--- src/rtl/counter_pkg.sv ---
`default_nettype none
// ============================================================================
// Module   : counter_pkg
// Purpose  : Shared op encodings and BCD converter state encodings.
// Revision : 1.0 - initial release
// ============================================================================
package counter_pkg;

  localparam logic OP_INC = 1'b0;
  localparam logic OP_DEC = 1'b1;

  typedef enum logic [0:0] {
    BCD_IDLE = 1'b0,
    BCD_BUSY = 1'b1
  } bcd_state_t;

endpackage : counter_pkg
`default_nettype wire

--- src/rtl/counter_datapath_bin2bcd_seq.sv ---
`default_nettype none
// ============================================================================
// Module   : bin2bcd_seq
// Purpose  : Sequential double-dabble binary-to-BCD converter, one bit/cycle.
// Revision : 1.0 - initial release
// ============================================================================
module bin2bcd_seq
  import counter_pkg::*;
#(
  parameter int WIDTH  = 8,
  parameter int DIGITS = 3
) (
  input  logic                  clk,
  input  logic                  reset,
  input  logic                  start,
  input  logic [WIDTH-1:0]      bin_in,
  output logic [4*DIGITS-1:0]   bcd_out,
  output logic                  valid
);

  localparam int CW = $clog2(WIDTH) + 1;

  bcd_state_t              r_state;
  bcd_state_t              w_state_nxt;
  logic [WIDTH-1:0]        r_shift;
  logic [WIDTH-1:0]        w_shift_nxt;
  logic [4*DIGITS-1:0]     r_acc;
  logic [4*DIGITS-1:0]     w_acc_nxt;
  logic [4*DIGITS-1:0]     w_adj;
  logic [4*DIGITS-1:0]     w_step;
  logic [CW-1:0]           r_cnt;
  logic [CW-1:0]           w_cnt_nxt;
  logic [4*DIGITS-1:0]     r_bcd;
  logic [4*DIGITS-1:0]     w_bcd_nxt;

  always_comb begin
    w_adj = r_acc;
    for (int d = 0; d < DIGITS; d++) begin
      if (r_acc[4*d +: 4] >= 4'd5) begin
        w_adj[4*d +: 4] = r_acc[4*d +: 4] + 4'd3;
      end
    end
    w_step = {w_adj[4*DIGITS-2:0], r_shift[WIDTH-1]};
  end

  // A start always wins, so a busy conversion is abandoned and re-snapshotted.
  always_comb begin
    w_state_nxt = r_state;
    w_shift_nxt = r_shift;
    w_acc_nxt   = r_acc;
    w_cnt_nxt   = r_cnt;
    w_bcd_nxt   = r_bcd;
    if (start) begin
      w_state_nxt = BCD_BUSY;
      w_shift_nxt = bin_in;
      w_acc_nxt   = '0;
      w_cnt_nxt   = '0;
    end else begin
      case (r_state)
        BCD_BUSY: begin
          w_acc_nxt   = w_step;
          w_shift_nxt = r_shift << 1;
          w_cnt_nxt   = r_cnt + CW'(1);
          if (r_cnt == CW'(WIDTH - 1)) begin
            w_bcd_nxt   = w_step;
            w_state_nxt = BCD_IDLE;
          end
        end
        default: w_state_nxt = BCD_IDLE;
      endcase
    end
  end

  always_ff @(posedge clk) begin
    if (reset) begin
      r_state <= BCD_IDLE;
      r_shift <= '0;
      r_acc   <= '0;
      r_cnt   <= '0;
      r_bcd   <= '0;
    end else begin
      r_state <= w_state_nxt;
      r_shift <= w_shift_nxt;
      r_acc   <= w_acc_nxt;
      r_cnt   <= w_cnt_nxt;
      r_bcd   <= w_bcd_nxt;
    end
  end

  assign bcd_out = r_bcd;
  assign valid   = (r_state == BCD_IDLE);

endmodule : bin2bcd_seq
`default_nettype wire

--- src/rtl/counter_datapath.sv ---
`default_nettype none
// ============================================================================
// Module   : counter_datapath
// Purpose  : Saturating up/down count register with status flags, sticky
//            illegal-load error and optional sequential BCD image.
// Config   : COUNTER_DP_BCD_EN enables the BCD converter.
// Revision : 1.0 - initial release
// ============================================================================
module counter_datapath
  import counter_pkg::*;
#(
  parameter int WIDTH  = 8,
  parameter int MAX    = 99,
  parameter int DIGITS = 3
) (
  input  logic                  clk,
  input  logic                  reset,
  input  logic                  op,
  input  logic                  c_clr,
  input  logic                  c_ld,
  output logic                  z,
  output logic                  m,
  output logic [WIDTH-1:0]      count,
  output logic                  err,
  output logic [4*DIGITS-1:0]   bcd,
  output logic                  bcd_valid
);

  localparam logic [WIDTH-1:0] C_MAX = WIDTH'(MAX);

  logic [WIDTH-1:0] r_count;
  logic             r_err;
  logic             w_inc_ok;
  logic             w_dec_ok;

  // Flags decode only the register, keeping the FSM loop free of comb paths.
  assign w_inc_ok = (r_count < C_MAX);
  assign w_dec_ok = (r_count != '0);

  always_ff @(posedge clk) begin
    if (reset) begin
      r_count <= '0;
      r_err   <= 1'b0;
    end else if (c_clr) begin
      r_count <= '0;
      r_err   <= 1'b0;
    end else if (c_ld) begin
      if (op == OP_INC) begin
        if (w_inc_ok) r_count <= r_count + WIDTH'(1);
        else          r_err   <= 1'b1;
      end else begin
        if (w_dec_ok) r_count <= r_count - WIDTH'(1);
        else          r_err   <= 1'b1;
      end
    end
  end

  assign count = r_count;
  assign err   = r_err;
  assign z     = w_dec_ok;
  assign m     = w_inc_ok;

`ifdef COUNTER_DP_BCD_EN
  logic w_write;
  logic r_start;

  assign w_write = (c_clr && w_dec_ok) ||
                   (!c_clr && c_ld && ((op == OP_INC) ? w_inc_ok : w_dec_ok));

  always_ff @(posedge clk) begin
    if (reset) r_start <= 1'b0;
    else       r_start <= w_write;
  end

  bin2bcd_seq #(
    .WIDTH  (WIDTH),
    .DIGITS (DIGITS)
  ) u_bin2bcd (
    .clk     (clk),
    .reset   (reset),
    .start   (r_start),
    .bin_in  (r_count),
    .bcd_out (bcd),
    .valid   (bcd_valid)
  );
`else
  assign bcd       = '0;
  assign bcd_valid = 1'b0;
`endif

endmodule : counter_datapath
`default_nettype wire
--- config.mk ---
export PLATFORM = sky130hd
export DESIGN_NAME = counter_datapath
export DESIGN_NICKNAME = d
export VERILOG_FILES = /design/src/rtl/counter_pkg.sv /design/src/rtl/counter_datapath_bin2bcd_seq.sv /design/src/rtl/counter_datapath.sv
export SDC_FILE = /design/constraint.sdc
export NUM_CORES = 1
export LEC_CHECK = 0
export ABC_AREA = 1
export BUFFER_PORTS_ARGS = -buffer_cell sky130_fd_sc_hd__buf_2
export CORE_MARGIN = 2
export CORE_UTILIZATION = 49
export CTS_BUF_LIST = sky130_fd_sc_hd__clkbuf_16
export DETAILED_ROUTE_END_ITERATION = 7
export GPL_ROUTABILITY_DRIVEN = 0
export PLACE_DENSITY_LB_ADDON = 0.25
export SLEW_MARGIN = 20
export SYNTH_ARGS = -nofsm -noshare
export SYNTH_HDL_FRONTEND = slang
export SYNTH_SLANG_ARGS = --single-unit
--- constraint.sdc ---
create_clock -name clk -period 2.1 [get_ports clk]
set_clock_uncertainty 0.1 [all_clocks]
set_input_delay 0.315 -clock clk [delete_from_list [all_inputs] [get_ports clk]]
set_output_delay 0.315 -clock clk [all_outputs]
set_load 0.02 [all_outputs]
==> results of run 1 <==
cell families (layout without fill, tap and decap cells):
kind of cell | after synthesis | in the layout | share of synthesized area
other cells | 1 | 13 | 0.004414
buf+inv | 29 | 35 | 0.1856
xor+xnor | 5 | 5 | 0.05156
compound gates | 11 | 11 | 0.06480
fa+ha+maj | 7 | 7 | 0.1119
simple gates | 65 | 65 | 0.3697
flops | 9 | 9 | 0.2121
cells in the final DEF (no fill, tap or decap):
master and instances:
ha_1 6, or2_1 1, conb_1 13, nand2_4 1
nor2_2 1, dfxtp_1 9, nand2_2 1, buf_2 15
nand3_1 2, nand2_1 40, clkbuf_16 3, nand3_2 1
nor2_4 1, xor2_1 3, nor2_1 12, xnor2_1 2
nand3b_1 3, a21oi_1 11, inv_1 17, fa_1 1
nand3_4 2
power by group through the flow:
stage               logic, mW  registers, mW  clock network [mW]
floorplan               0.158          0.203                   0
global placement        0.188          0.195                   0
detailed placement      0.189          0.195                   0
CTS                     0.190          0.192               0.338
global route            0.213          0.193               0.347
finish                  0.191          0.193               0.331
state kept, by name, indices dropped and copies added (netlist names):
register,flops
count,8
err,1
worst reg2reg max path: stages (launching register included):
cell      delay, ns
dfxtp_1        0.43
inv_1          0.11
fa_1           0.42
nand3b_1       0.16
nand2_1        0.10
nand2_1        0.07
nand2_1        0.06
nand2_1        0.05
a21oi_1        0.12
nor2_1         0.05
final cells by class:
cell class | count | area share
repair buffers | 15 | 0.07722
clock buffers | 3 | 0.07722
clock inverters | 1 | 0.003861
multi-input cells | 101 | 0.5727
inverters | 16 | 0.06178
flip-flops and latches | 9 | 0.1853
well taps | 17 | 0.02188
routing by layer:
metal | global-route usage | share of wire
met2 | 0.2423 | 0.43
met4 | 0.1529 | 0.037
met3 | 0.01190 | 0.039
met1 | 0.2524 | 0.49
met5 | 0 | 0
path summary, 6_finish.rpt:
path	end	startpoint
min reg2reg	err	err
max	count[6]	count[0]
max reg2reg	count[6]	count[0]
min	count[5]	reset
==> reports/qor.yml, run 1 <==
run_status:
  outcome: "completed"
synthesis:
  yosysTopAreaCellShare: 0.2121
  synth_top_cell_by_area: "dfxtp_1"
  mapped_cell_area_um2: 849.6
  dominantRegCellSynth: "dfxtp_1"
  synth.most_common_cell: "nand2_1"
  postSynthRegisterBits: 9
  synth_cell_types: 20
  post_synthesis_mean_instance_area_um2: 6.689
  yosysWarningCount: 0
  async_set_or_reset_register_ratio_after_synthesis: 0
  synth-edff-count: 0
  synth.top_cells.by_area: "dfxtp_1 (21%), nand2_1 (18%), buf_4 (11%), ha_1 (8.8%), inv_1 (7.1%)"
  ys_seq_area_frac: 0.2121
  postSynthCellCount: 127
  synth.cells.most_frequent: "nand2_1 (40), inv_1 (16), buf_4 (13), nor2_1 (12), a21oi_1 (11)"
place:
  dp_worst_setup_slack_ns: 0.1826
  place.port_buffers: 15
  place.detailed.hpwl_um: 1335
  placedInstanceArea_um2: 893.4
  post-place-cells: 158
cells_and_area:
  layout.cells.non_filler: 162
  fillerInstances: 163
  area_taken_by_flip_flops_and_latches_um2: 180.2
  num-nets-final: 158
  footprint_of_the_multi_input_gates_um2: 556.8
  antenna-diode-count: 0
  final_core_utilization: 0.5820
  drive_gt1_frac: 0.1724
  syn2layout_area_growth_pct: 14.43
  design_area_um2: 972.2
route:
  drt_pre_antenna_iters: 4
  drt.antenna.violating_nets: 0
  route.final.wire_length_um: 1642
  viasPerCell: 4.654
  detail_route.drc_violations: 0
  first_iter_violations: 7
  wl_per_cell_um: 10.14
  detailroute.via_count: 754
sta:
  period_needed_ns: 1.768
  rsz_0062_raised_after_global_routing: "no"
  layout_worst_path_cycle_share: 0.8419
  setup_ws_ns: 0.3319
  finalSetupViolations: 0
  hold_ws_ns: 0.2435
  report.final.slew_viol_count: 0
  finalHoldViolCount: 0
  fmax_ghz: 0.5656
  finalSetupTns_ns: 0
worst_setup_path:
  critical_path.cell_chain: "inv_1 -> fa_1 -> nand3b_1 -> nand2_1 -> nand2_1 -> nand2_1 -> nand2_1 -> a21oi_1 -> nor2_1"
  cp_num_buf_inv: 1
  timing.critical_path.mode_cell: "nand2_1"
  worst_ep_required_time_ns: 2.13
  path_max_fanout: 6
  critPathLaunchType: "flop"
  path_delay_family: "simple AND/OR/NAND/NOR gates"
  critical_path.endpoint_type: "flop"
  ff2ff_setup_slack_ns: 0.33
  worst-setup-path-type: "reg -> reg"
  slowest_delay_ns: 0.43
  worstSetupPathDepth: 9
  worst_path_max_delay_cell: "dfxtp_1"
  cp_data_arrival_time_ns: 1.80
  worst-r2r-cell-count: 9
floorplanning:
  die_width_um: 45.64
  fp.dieArea_um2: 2083
  die_height_um: 45.64
  cell_row_count: 15
  io-pin-count: 29
  placeableCoreArea_um2: 1670
  initial_core_util: 0.5086
cts:
  clkSlewWorstSetupHoldPaths_ns: 0.04
  largest_buffer_count_on_any_clock_path: 2
  numClockSinks: 9
  cts_hold_buf: 0
  root_buffer_cell: "clkbuf_16"
  cts_tree: "built"
  tritoncts.num_buffers: 3
  cts_setup_buffers: 0
  post_cts_resized: 0
  clock_latency_ns: 0.24
  ctsHtreeMaxLevel: 1
global_routing:
  overflow: 0
  globalRouteTotalUtil: 0.1789
  grt_pass1_wl_um: 2601
  first_global_vias: 612
  grt_max_degree: 11
  antenna_violations_before_repair: 0
pwr:
  leakage_nw: 0.5438
  power.share.switching: 0.3121
  p_int_mw: 0.4915
  clock_power_share: 0.463
  share_of_power_burned_in_registers: 0.270
  power_per_cell_area_nw_per_um2: 734.9
  fin_total_pwr_mw: 0.7144
  p_comb_frac: 0.267
  power.switching_mw: 0.2230
  vdd.ir_drop.worst_v: 0.0007964
worst_hold_path:
  worst_hold_path.num_cells: 4
  hold_class: "in -> reg"
run:
  max_cap_viol: 0
No activity file was read; power rests on OpenSTA's default activity.
==> inputs of run 2 (changes only) <==
--- a/config.mk
+++ b/config.mk
@@ -5,10 +5,10 @@
 export SDC_FILE = /design/constraint.sdc
 export NUM_CORES = 1
 export LEC_CHECK = 0
-export ABC_AREA = 1
+export ABC_AREA = 0
 export BUFFER_PORTS_ARGS = -buffer_cell sky130_fd_sc_hd__buf_2
 export CORE_MARGIN = 2
-export CORE_UTILIZATION = 49
+export CORE_UTILIZATION = 43
 export CTS_BUF_LIST = sky130_fd_sc_hd__clkbuf_16
 export DETAILED_ROUTE_END_ITERATION = 7
 export GPL_ROUTABILITY_DRIVEN = 0
==> constraint.sdc (replaced) <==
create_clock -name clk -period 1.5 [get_ports clk]
set_clock_uncertainty 0.1 [all_clocks]
set_input_delay 0.225 -clock clk [delete_from_list [all_inputs] [get_ports clk]]
set_output_delay 0.225 -clock clk [all_outputs]
set_load 0.02 [all_outputs]
==> reports/qor.yml, run 2 <==
run_status:
  outcome: "complete, but fails checks"
  failed_checks: "negative setup slack"
synthesis:
  async_set_or_reset_register_ratio_after_synthesis: 0  # unchanged
  yosysWarningCount: 0  # unchanged
  synth.top_cells.by_area: "dfxtp_1 (22%), buf_4 (12%), ha_1 (9.2%), mux2i_1 (4.9%), nor2_1 (3.2%)"
  yosysTopAreaCellShare: 0.2215  # +0.009462
  synth_cell_types: 38  # +90%
  synth.cells.most_frequent: "buf_4 (13), dfxtp_1 (9), nor2_1 (7), ha_1 (6)"
  synth_top_cell_by_area: "dfxtp_1"
  ys_seq_area_frac: 0.2215  # +0.009462
  postSynthCellCount: 93  # -27%
  postSynthRegisterBits: 9  # unchanged
  synth.most_common_cell: "buf_4"
  dominantRegCellSynth: "dfxtp_1"
  synth-edff-count: 0  # unchanged
  post_synthesis_mean_instance_area_um2: 8.745  # +31%
  mapped_cell_area_um2: 813.3  # -4.3%
route:
  first_iter_violations: 17  # +10
  drt_pre_antenna_iters: 4  # unchanged
  dr.max_layer_used: "met4"
  wl_met1_um: 1147  # +41%
  wl_per_cell_um: 15.96  # +57%
  detailroute.via_count: 818  # +8.5%
  viasPerCell: 4.958  # +6.5%
  detail_route_met2_wl_um: 1293  # +84%
  detail_route.drc_violations: 0  # unchanged
  route.final.wire_length_um: 2634  # +60%
  met3WireLength_um: 112  # +75%
  drt.antenna.violating_nets: 0  # unchanged
sta:
  report.final.slew_viol_count: 0  # unchanged
  fmax_ghz: 0.5408  # -4.4%
  finalHoldViolCount: 0  # unchanged
  setup_ws_ns: -0.3491  # -0.6810 ns
  period_needed_ns: 1.849  # +0.08104 ns
  rsz_0062_raised_after_global_routing: "yes"
  layout_worst_path_cycle_share: 1.233  # +0.3908
  finalSetupViolations: 10  # +10
  finalSetupTns_ns: -2.146  # -2.146 ns
pwr:
  power_per_cell_area_nw_per_um2: 895.3  # +22%
  leakage_nw: 0.6787  # +25%
  vdd.ir_drop.worst_v: 0.0007055  # -11%
  fin_total_pwr_mw: 1.238  # +73%
floorplanning:
  die_width_um: 47.49  # +4.1%
  initial_core_util: 0.4659  # -0.04266
  placeableCoreArea_um2: 1745  # +4.5%
  fp.dieArea_um2: 2255  # +8.3%
  cell_row_count: 15  # unchanged
  die_height_um: 47.49  # +4.1%
  io-pin-count: 29  # unchanged
cts:
  clkSlewWorstSetupHoldPaths_ns: 0.04  # about the same
  tritoncts.num_buffers: 3  # unchanged
  clock_latency_ns: 0.24  # about the same
  ctsHtreeMaxLevel: 1  # unchanged
  cts_tree: "built"
  largest_buffer_count_on_any_clock_path: 2  # unchanged
  root_buffer_cell: "clkbuf_16"
  numClockSinks: 9  # unchanged
global_routing:
  antenna_violations_before_repair: 0  # unchanged
  grt_pass1_wl_um: 3829  # +47%
  globalRouteTotalUtil: 0.2647  # +0.08578
  first_global_vias: 779  # +27%
  grt_max_degree: 7  # -4
  overflow: 0  # unchanged
cells_and_area:
  drive_gt1_frac: 0.5857  # +0.4133
  largest_reg_flops: 8  # unchanged
  layout_common_cells: "buf_4 (24), conb_1 (13), buf_2 (13)"
  syn2layout_area_growth_pct: 70.00
  antenna-diode-count: 0  # unchanged
  layout_commonest_cell: "buf_4"
  num-nets-final: 153  # -3.2%
worst_setup_path:
  worst_path_max_delay_cell: "dfxtp_4"
  worst_ep_required_time_ns: 1.55  # -0.58 ns
  cp_data_arrival_time_ns: 1.90  # +0.10 ns
  slowest_delay_ns: 0.35  # -0.08 ns
  worst-setup-path-type: "reg -> reg"
  path_max_fanout: 2  # -4
  critical_path.cell_chain: "ha_4 -> a211oi_4 -> nor3_2 -> o311a_1 -> a31oi_1 -> mux2i_1"
  ff2ff_setup_slack_ns: -0.35  # -0.68 ns
  cp_num_buf_inv: 0  # -1
  path_delay_family: "compound AO/OA/AOI/OAI gates"
  critPathLaunchType: "flop"
  critical_path.endpoint_type: "flop"
place:
  place.port_buffers: 15  # unchanged
  place.detailed.hpwl_um: 1642  # +23%
run:
  max_cap_viol: 0  # unchanged
worst_hold_path:
  hold_class: "in -> reg"
[run 2: cell types whose count changed in the layout (fill, tap and decap cells not counted), sizes merged, moves of 6 or more]
cell and change:
a21oi -6, buf +31, inv -13, nand2 -36
nor2 -6
[run 2: metrics by stage]
step / hold slack, ns / instances / utilization / area, um2 / setup slack [ns]
2_1_floorplan: 0.2657 / 105 / - / 918.4 / -0.2037
3_3_place_gp: 0.3538 / 154 / 0.6330 / 1105 / -0.4051
3_5_place_dp: 0.3589 / 154 / 0.6330 / 1105 / -0.5248
4_1_cts: 0.1848 / 164 / 0.7570 / 1321 / -0.3807
5_1_grt: 0.2229 / 165 / 0.7921 / 1383 / -0.4000
6_report: 0.2049 / 165 / 0.7921 / 1383 / -0.3491
[run 2: worst paths after layout]
check / from / endpoint / cells after the start
worst max-delay path: count[1] / count[7] / 6
worst min-delay path: c_ld / err / 3
worst max register to register: count[1] / count[7] / 6
worst min register to register: err / err / 2
[run 2: area by class of cell]
cell class	instances	area [um2]
multi-input cells	78	689.4
fillers	104	362.8
inverters	3	11.26
clock buffers	3	75.07
clock inverters	1	3.754
repair buffers	46	371.6
well taps	25	31.28
flip-flops and latches	9	200.2
[run 2: layer usage]
metal / GRT usage / vias up
met1: 0.3295 / 379
li1: - / 402
met5: 0 / -
met4: 0.1444 / 0
met3: 0.04906 / 8
met2: 0.4297 / 29
[run 2: timing repair]
item,in CTS,in global routing
endpoints found under the setup margin,10,11
hold buffers,0,0
pin swaps,10,16
buffers inserted,5,1
cloned,1,0
gates resized for setup,17,13
[run 2: cell families (layout without fill, tap and decap cells)]
group           Yosys count  after routing  synth area share
compound gates           26             26            0.2400
simple gates             24             24            0.1723
buf+inv                  18             53            0.1523
flops                     9              9            0.2215
fa+ha+maj                 7              7            0.1169
xor+xnor                  4              4           0.04308
mux                       4              4           0.04923
other cells               1             13          0.004611
[run 2: worst register-to-register path: cells and delay by family, from the launching register on]
kind,cells,cell delay [ns]
compound gates,3,0.75
flops,1,0.35
mux,1,0.27
fa+ha+maj,1,0.22
simple gates,1,0.08
[run 2: report_power, final]
part | switching (mW) | internal [mW] | leakage, nW
Combinational | 0.242 | 0.247 | 0.559
Clock | 0.132 | 0.350 | 0.0423
Sequential | 0.0169 | 0.250 | 0.0774
Total | 0.391 | 0.847 | 0.679
